## src/rtl/rf_pkg.sv

```systemverilog
// Shared register-file writeback definitions: architectural widths and the
// long-latency result entry carried through the writeback FIFO.
package rf_pkg;
   localparam int REG_AW = 5;
   localparam int REG_DW = 32;
   localparam logic [REG_AW-1:0] REG_ZERO = 5'd0;

   typedef struct packed {
      logic [REG_AW-1:0] rd;
      logic [REG_DW-1:0] data;
   } wb_entry_t;
endpackage

```

## src/rtl/rf_wb_fifo.sv

```systemverilog
// Synchronous FIFO buffering long-latency writeback results until the
// register file write port is free of execute traffic.
module rf_wb_fifo
   import rf_pkg::*;
#(
   parameter int DEPTH = 4
) (
   input  logic                     clk,
   input  logic                     rst,
   input  logic                     push,
   input  logic                     pop,
   input  wb_entry_t                din,
   output wb_entry_t                head,
   output logic                     full,
   output logic                     empty,
   output logic [$clog2(DEPTH):0]   count
);
   localparam int PW = $clog2(DEPTH);

   wb_entry_t         mem [DEPTH];
   logic [PW-1:0]     wr_ptr;
   logic [PW-1:0]     rd_ptr;

   // Storage carries no reset; occupancy and pointers alone define validity.
   always_ff @(posedge clk) begin
      if (push) mem[wr_ptr] <= din;
   end

   always_ff @(posedge clk) begin
      if (rst) begin
         wr_ptr <= '0;
         rd_ptr <= '0;
         count  <= '0;
      end else begin
         if (push) wr_ptr <= wr_ptr + 1'b1;
         if (pop)  rd_ptr <= rd_ptr + 1'b1;
         case ({push, pop})
            2'b10:   count <= count + 1'b1;
            2'b01:   count <= count - 1'b1;
            default: count <= count;
         endcase
      end
   end

   assign head  = mem[rd_ptr];
   assign full  = (count == (PW+1)'(DEPTH));
   assign empty = (count == '0);

   a_no_overflow:  assert property (@(posedge clk) disable iff (rst) push |-> !full);
   a_no_underflow: assert property (@(posedge clk) disable iff (rst) pop |-> !empty);
endmodule

```

## src/rtl/rf_writeback.sv

```systemverilog
// Writeback stage: merges the never-stalled execute result with buffered
// long-latency results into one register file write per cycle, and tracks
// destination registers that still have a long-latency write outstanding.
module rf_writeback
   import rf_pkg::*;
#(
   parameter int DEPTH = 4,
   parameter int AW    = REG_AW,
   parameter int DW    = REG_DW
) (
   input  logic                     clk,
   input  logic                     rst,
   input  logic                     ex_valid,
   input  logic [AW-1:0]            ex_rd,
   input  logic [DW-1:0]            ex_data,
   input  logic                     ll_valid,
   output logic                     ll_ready,
   input  logic [AW-1:0]            ll_rd,
   input  logic [DW-1:0]            ll_data,
   input  logic                     issue_valid,
   input  logic [AW-1:0]            issue_rd,
   output logic [2**AW-1:0]         busy,
   output logic                     rf_wen,
   output logic [AW-1:0]            rf_waddr,
   output logic [DW-1:0]            rf_wdata,
   output logic [$clog2(DEPTH):0]   ll_count
);
   logic        full;
   logic        empty;
   logic        push;
   logic        pop;
   logic        ex_take;
   wb_entry_t   din;
   wb_entry_t   head;
   logic [2**AW-1:0] busy_nxt;

   // Ready reflects only fullness so the source never sees a pop-dependent path.
   assign ll_ready = !full;
   // rd=0 results complete the handshake but are never stored.
   assign push     = ll_valid && ll_ready && (ll_rd != REG_ZERO);
   assign ex_take  = ex_valid && (ex_rd != REG_ZERO);
   assign pop      = !ex_take && !empty;
   assign din      = '{rd: ll_rd, data: ll_data};

   rf_wb_fifo #(.DEPTH(DEPTH)) u_fifo (
      .clk   (clk),
      .rst   (rst),
      .push  (push),
      .pop   (pop),
      .din   (din),
      .head  (head),
      .full  (full),
      .empty (empty),
      .count (ll_count)
   );

   // Clear for the popped rd first so a same-cycle reissue of that rd stays set.
   always_comb begin
      busy_nxt = busy;
      if (pop) busy_nxt[head.rd] = 1'b0;
      if (issue_valid && (issue_rd != REG_ZERO)) busy_nxt[issue_rd] = 1'b1;
      busy_nxt[0] = 1'b0;
   end

   always_ff @(posedge clk) begin
      if (rst) begin
         rf_wen   <= 1'b0;
         rf_waddr <= '0;
         rf_wdata <= '0;
         busy     <= '0;
      end else begin
         busy   <= busy_nxt;
         rf_wen <= ex_take || pop;
         if (ex_take) begin
            rf_waddr <= ex_rd;
            rf_wdata <= ex_data;
         end else if (pop) begin
            rf_waddr <= head.rd;
            rf_wdata <= head.data;
         end
      end
   end

   a_issue_not_busy: assert property (@(posedge clk) disable iff (rst)
      (issue_valid && issue_rd != REG_ZERO) |-> !busy[issue_rd]);
   a_ex_not_busy: assert property (@(posedge clk) disable iff (rst)
      (ex_valid && ex_rd != REG_ZERO) |-> !busy[ex_rd]);
   a_push_busy: assert property (@(posedge clk) disable iff (rst)
      push |-> busy[ll_rd]);
endmodule
```

## config.mk

```make
export PLATFORM = sky130hd
export DESIGN_NAME = rf_writeback
export DESIGN_NICKNAME = d
export VERILOG_FILES = /design/src/rtl/rf_pkg.sv /design/src/rtl/rf_wb_fifo.sv /design/src/rtl/rf_writeback.sv
export SDC_FILE = /design/constraint.sdc
export NUM_CORES = 1
export LEC_CHECK = 0
export CAP_MARGIN = 10
export CORE_MARGIN = 2
export CORE_UTILIZATION = 30
export CTS_CLUSTER_DIAMETER = 200
export DETAILED_ROUTE_END_ITERATION = 16
export HOLD_SLACK_MARGIN = 0.15
export PLACE_DENSITY = 0.57
export REMOVE_ABC_BUFFERS = 1
export SLEW_MARGIN = 25
export SYNTH_ARGS = -nofsm -noshare
export SYNTH_HDL_FRONTEND = slang
export SYNTH_SLANG_ARGS = --single-unit
```

## constraint.sdc

```tcl
create_clock -name clk -period 2.72 [get_ports clk]
set_input_delay 0.68 -clock clk [delete_from_list [all_inputs] [get_ports clk]]
set_output_delay 0.68 -clock clk [all_outputs]
set_load 0.01 [all_outputs]
```

==> flow_metrics.py <==
metrics = {
    "routing": {
        "viasPerCell": 4.85,
        "wl_met1_um": 10300,
        "met3RoutedLength_um": 1390,
        "top_layer": "met4",
        "postRouteAntennaNets": 0,
        "drt_iter0_drc": 378,
        "routed_wl_um": 22600,
        "wl_per_cell_um": 18.4,
        "vias": 5949,
        "dr.pass1.iters": 4,
        "drc_errors": 0,
        "met2_length_um": 10500,
    },
    "cells_and_area": {
        "nets": 907,
        "final_cell_mix": "154 x clkdlybuf4s50_1, 148 x edfxtp_1, 95 x nand2_1",
        "seqCellArea_mm2": 0.00601,
        "fin_cells": 1227,
        "area_growth_pct": 35.6,
        "n_fill_cell": 2751,
        "final_common_cell": "clkdlybuf4s50_1",
        "multiInputGateArea_mm2": 0.00273,
        "finalCoreUtilization": 0.410,
        "layout-drive-gt1-share": 0.175,
    },
    "sta": {
        "setup-violations-final": 0,
        "maxSlewViolCount": 0,
        "post-route-min-period_ns": 2.63,
        "hold_viol": 0,
        "worst_pin_slew_ns": 0.585,
        "period_share": 0.967,
        "fmax_mhz": 380,
        "skew_ns": 0.0207,
        "rsz0062_at_grt": "false",
        "setup_tns_ns": 0,
        "slew_headroom": 0.610,
        "hold-worst-slack_ns": 0.464,
    },
    "setup_path": {
        "critPathLaunch": "ll_rd[3]",
        "startpoint_type": "input port",
        "arrival_ns": 3.07,
        "critPathKind": "input port to flop",
        "critPathMaxFanout": 2,
        "r2r-start": "u_fifo.count[2]",
        "reg2reg_depth": 9,
        "setup.worst_path.end": "u_fifo.count[2]",
        "cp-end-kind": "flop",
        "r2r-end": "u_fifo.count[2]",
        "rrSetupSlack_ns": 0.39,
        "critPathRequiredTime_ns": 3.16,
    },
    "power": {
        "power_switching_mw": 3.01,
        "p_int_mw": 7.17,
        "leakage_nw": 3.98,
        "switching_share": 0.296,
        "total_power_mw": 10.2,
        "power_frac_comb": 0.258,
        "power_frac_clock": 0.330,
        "seqPwrFrac": 0.412,
        "power.density_mw_per_mm2": 842,
        "ir_drop_mv": 0.395,
    },
    "logic_synthesis": {
        "synth_area_mm2": 0.00892,
        "ys.flop_type": "edfxtp_1",
        "ys_ff_latch": 226,
        "synth_cell_type_count": 46,
        "synth_cells": 629,
        "synth-async-reset-ratio": 0,
        "synth-edff-count": 148,
        "ys_warn_count": 0,
        "ys_seq_area_frac": 0.673,
        "syn_area_per_cell_um2": 14.2,
    },
    "die": {
        "io_pins": 158,
        "rows": 63,
        "initial_utilization": 0.303,
        "fp.dieArea_mm2": 0.0311,
        "die_w_um": 176,
        "dieHeight_um": 176,
        "core_mm2": 0.0295,
    },
    "cts": {
        "holdBufCountCts": 0,
        "clkLatencyLatePin_ns": 0.52,
        "cts_root_buf": "clkbuf_16",
        "htree_levels": 1,
        "cts.clk_slew.worst_paths_ns": 0.06,
        "numCtsBuffers": 25,
        "clockBufferDepth": 3,
        "cts_tree": "yes",
        "numClockSinks": 226,
    },
    "global_routing": {
        "grt_pass1_wl_um": 34900,
        "grt_use_total": 0.144,
        "grt_antenna_before_repair": 0,
        "grt_max_degree": 57,
        "grt_pass1_vias": 6044,
        "gr-total-overflow": 0,
    },
    "placed_design": {
        "globalplace.congestion": 0.762,
        "dpl.hpwl_um": 14700,
        "dp_cells": 1179,
        "portBuffers": 156,
    },
    "job": {
        "maxCapViolCount": 0,
    },
    "outcome": {
        "run_status": "complete, no violations",
    },
    "worst_hold_path": {
        "hp-class": "flop to flop",
    },
}
## worst min path at each step
stage / startpoint / endpoint / slack (ns) / cells past startpoint
2_1_floorplan: u_fifo.wr_ptr[1] / u_fifo.wr_ptr[1] / 0.46 / 2
3_3_place_gp: busy[2] / busy[2] / 0.45 / 2
3_5_place_dp: busy[2] / busy[2] / 0.46 / 2
4_1_cts: busy[2] / busy[2] / 0.46 / 2
5_1_grt: busy[2] / busy[2] / 0.48 / 2
6_report: busy[2] / busy[2] / 0.46 / 2
## state kept, by name, indices dropped and copies added (netlist names), named ones only
signal,count
u_fifo.rd_ptr,2
rf_wdata,32
u_fifo.wr_ptr,2
rf_waddr,5
u_fifo.count,3
rf_wen,1
u_fifo.mem,148
busy,31
## worst max-delay path, cell delays in order
cell and delay (ns):
clkdlybuf4s50_1 0.42, or4_4 0.52, o211a_1 0.26, clkinv_1 0.07
ha_2 0.17, inv_1 0.06, fa_2 0.34, xor2_1 0.15
or3_1 0.30, a21oi_1 0.12
## per-layer routing
layer / up-vias / GRT usage
li1: 2805 / -
met1: 2933 / 0.194
met2: 181 / 0.238
met3: 30 / 0.0325
met4: 0 / 0.0310
met5: - / 0
## power groups by stage
stage                     logic [mW]  clock network (mW)  registers (mW)
after floorplan                 1.26                   0            4.39
after global routing            2.89                3.59            4.24
after detailed placement        2.67                   0            4.27
after CTS                       2.69                3.44            4.20
after global placement          2.68                   0            4.27
final                           2.63                3.36            4.20
## layout make-up
cell class | count | share of cell area
clock buffer | 35 | 0.0557
clock inverter | 11 | 0.0120
inverter | 9 | 0.00279
sequential | 226 | 0.497
tap | 390 | 0.0404
antenna | 1 | 0.000207
multi-input combinational | 351 | 0.226
timing repair buffer | 204 | 0.166
## stage by stage
stage               worst slack [ns]  cell area (µm²)
floorplan                      -3.16             8730
global placement              -0.440            11300
detailed placement            -0.472            11300
CTS                           0.0376            12100
global route                  0.0163            12100
finish                        0.0911            12100
## cells in the mapped netlist, drive strengths merged, types with 2 or more instances
master	number	area [µm²]
or3	3	18.8
dfxtp	78	1560
nand2	95	357
xnor2	2	17.5
nor2	50	188
clkbuf	27	101
mux2i	3	30.0
a41o	2	20.0
mux4	36	811
o31ai	2	15.0
a21oi	43	215
ha	5	62.6
xor2	3	26.3
a311oi	43	377
o21ai	2	10.0
edfxtp	148	4440
o41ai	18	225
nand3	2	10.0
nor3	4	20.0
and3	3	18.8
a32oi	2	17.5
nor3b	4	30.0
buf	16	83.8
a211oi	4	30.0
nor2b	2	12.5
nand4	2	12.5
and2	6	37.5
inv	8	30.0
nand2b	2	12.5
and3b	3	26.3
## repair_timing
action,4_1_cts,5_1_grt
resized for setup,0,4
setup endpoints to repair,0,1
buffers inserted,0,1
## cell families (layout without fill, tap and decap cells)
group / after synthesis / count (layout) / synth area share
flip-flops: 226 / 226 / 0.673
other: 1 / 2 / 0.000420
AO/OA/AOI/OAI: 119 / 119 / 0.105
adder cells (fa/ha/maj): 6 / 6 / 0.00926
buffers and inverters: 52 / 259 / 0.0245
AND/OR/NAND/NOR: 180 / 180 / 0.0868
multiplexers: 40 / 40 / 0.0955
XOR/XNOR: 5 / 5 / 0.00491
Power figures use the tool's default switching activity.
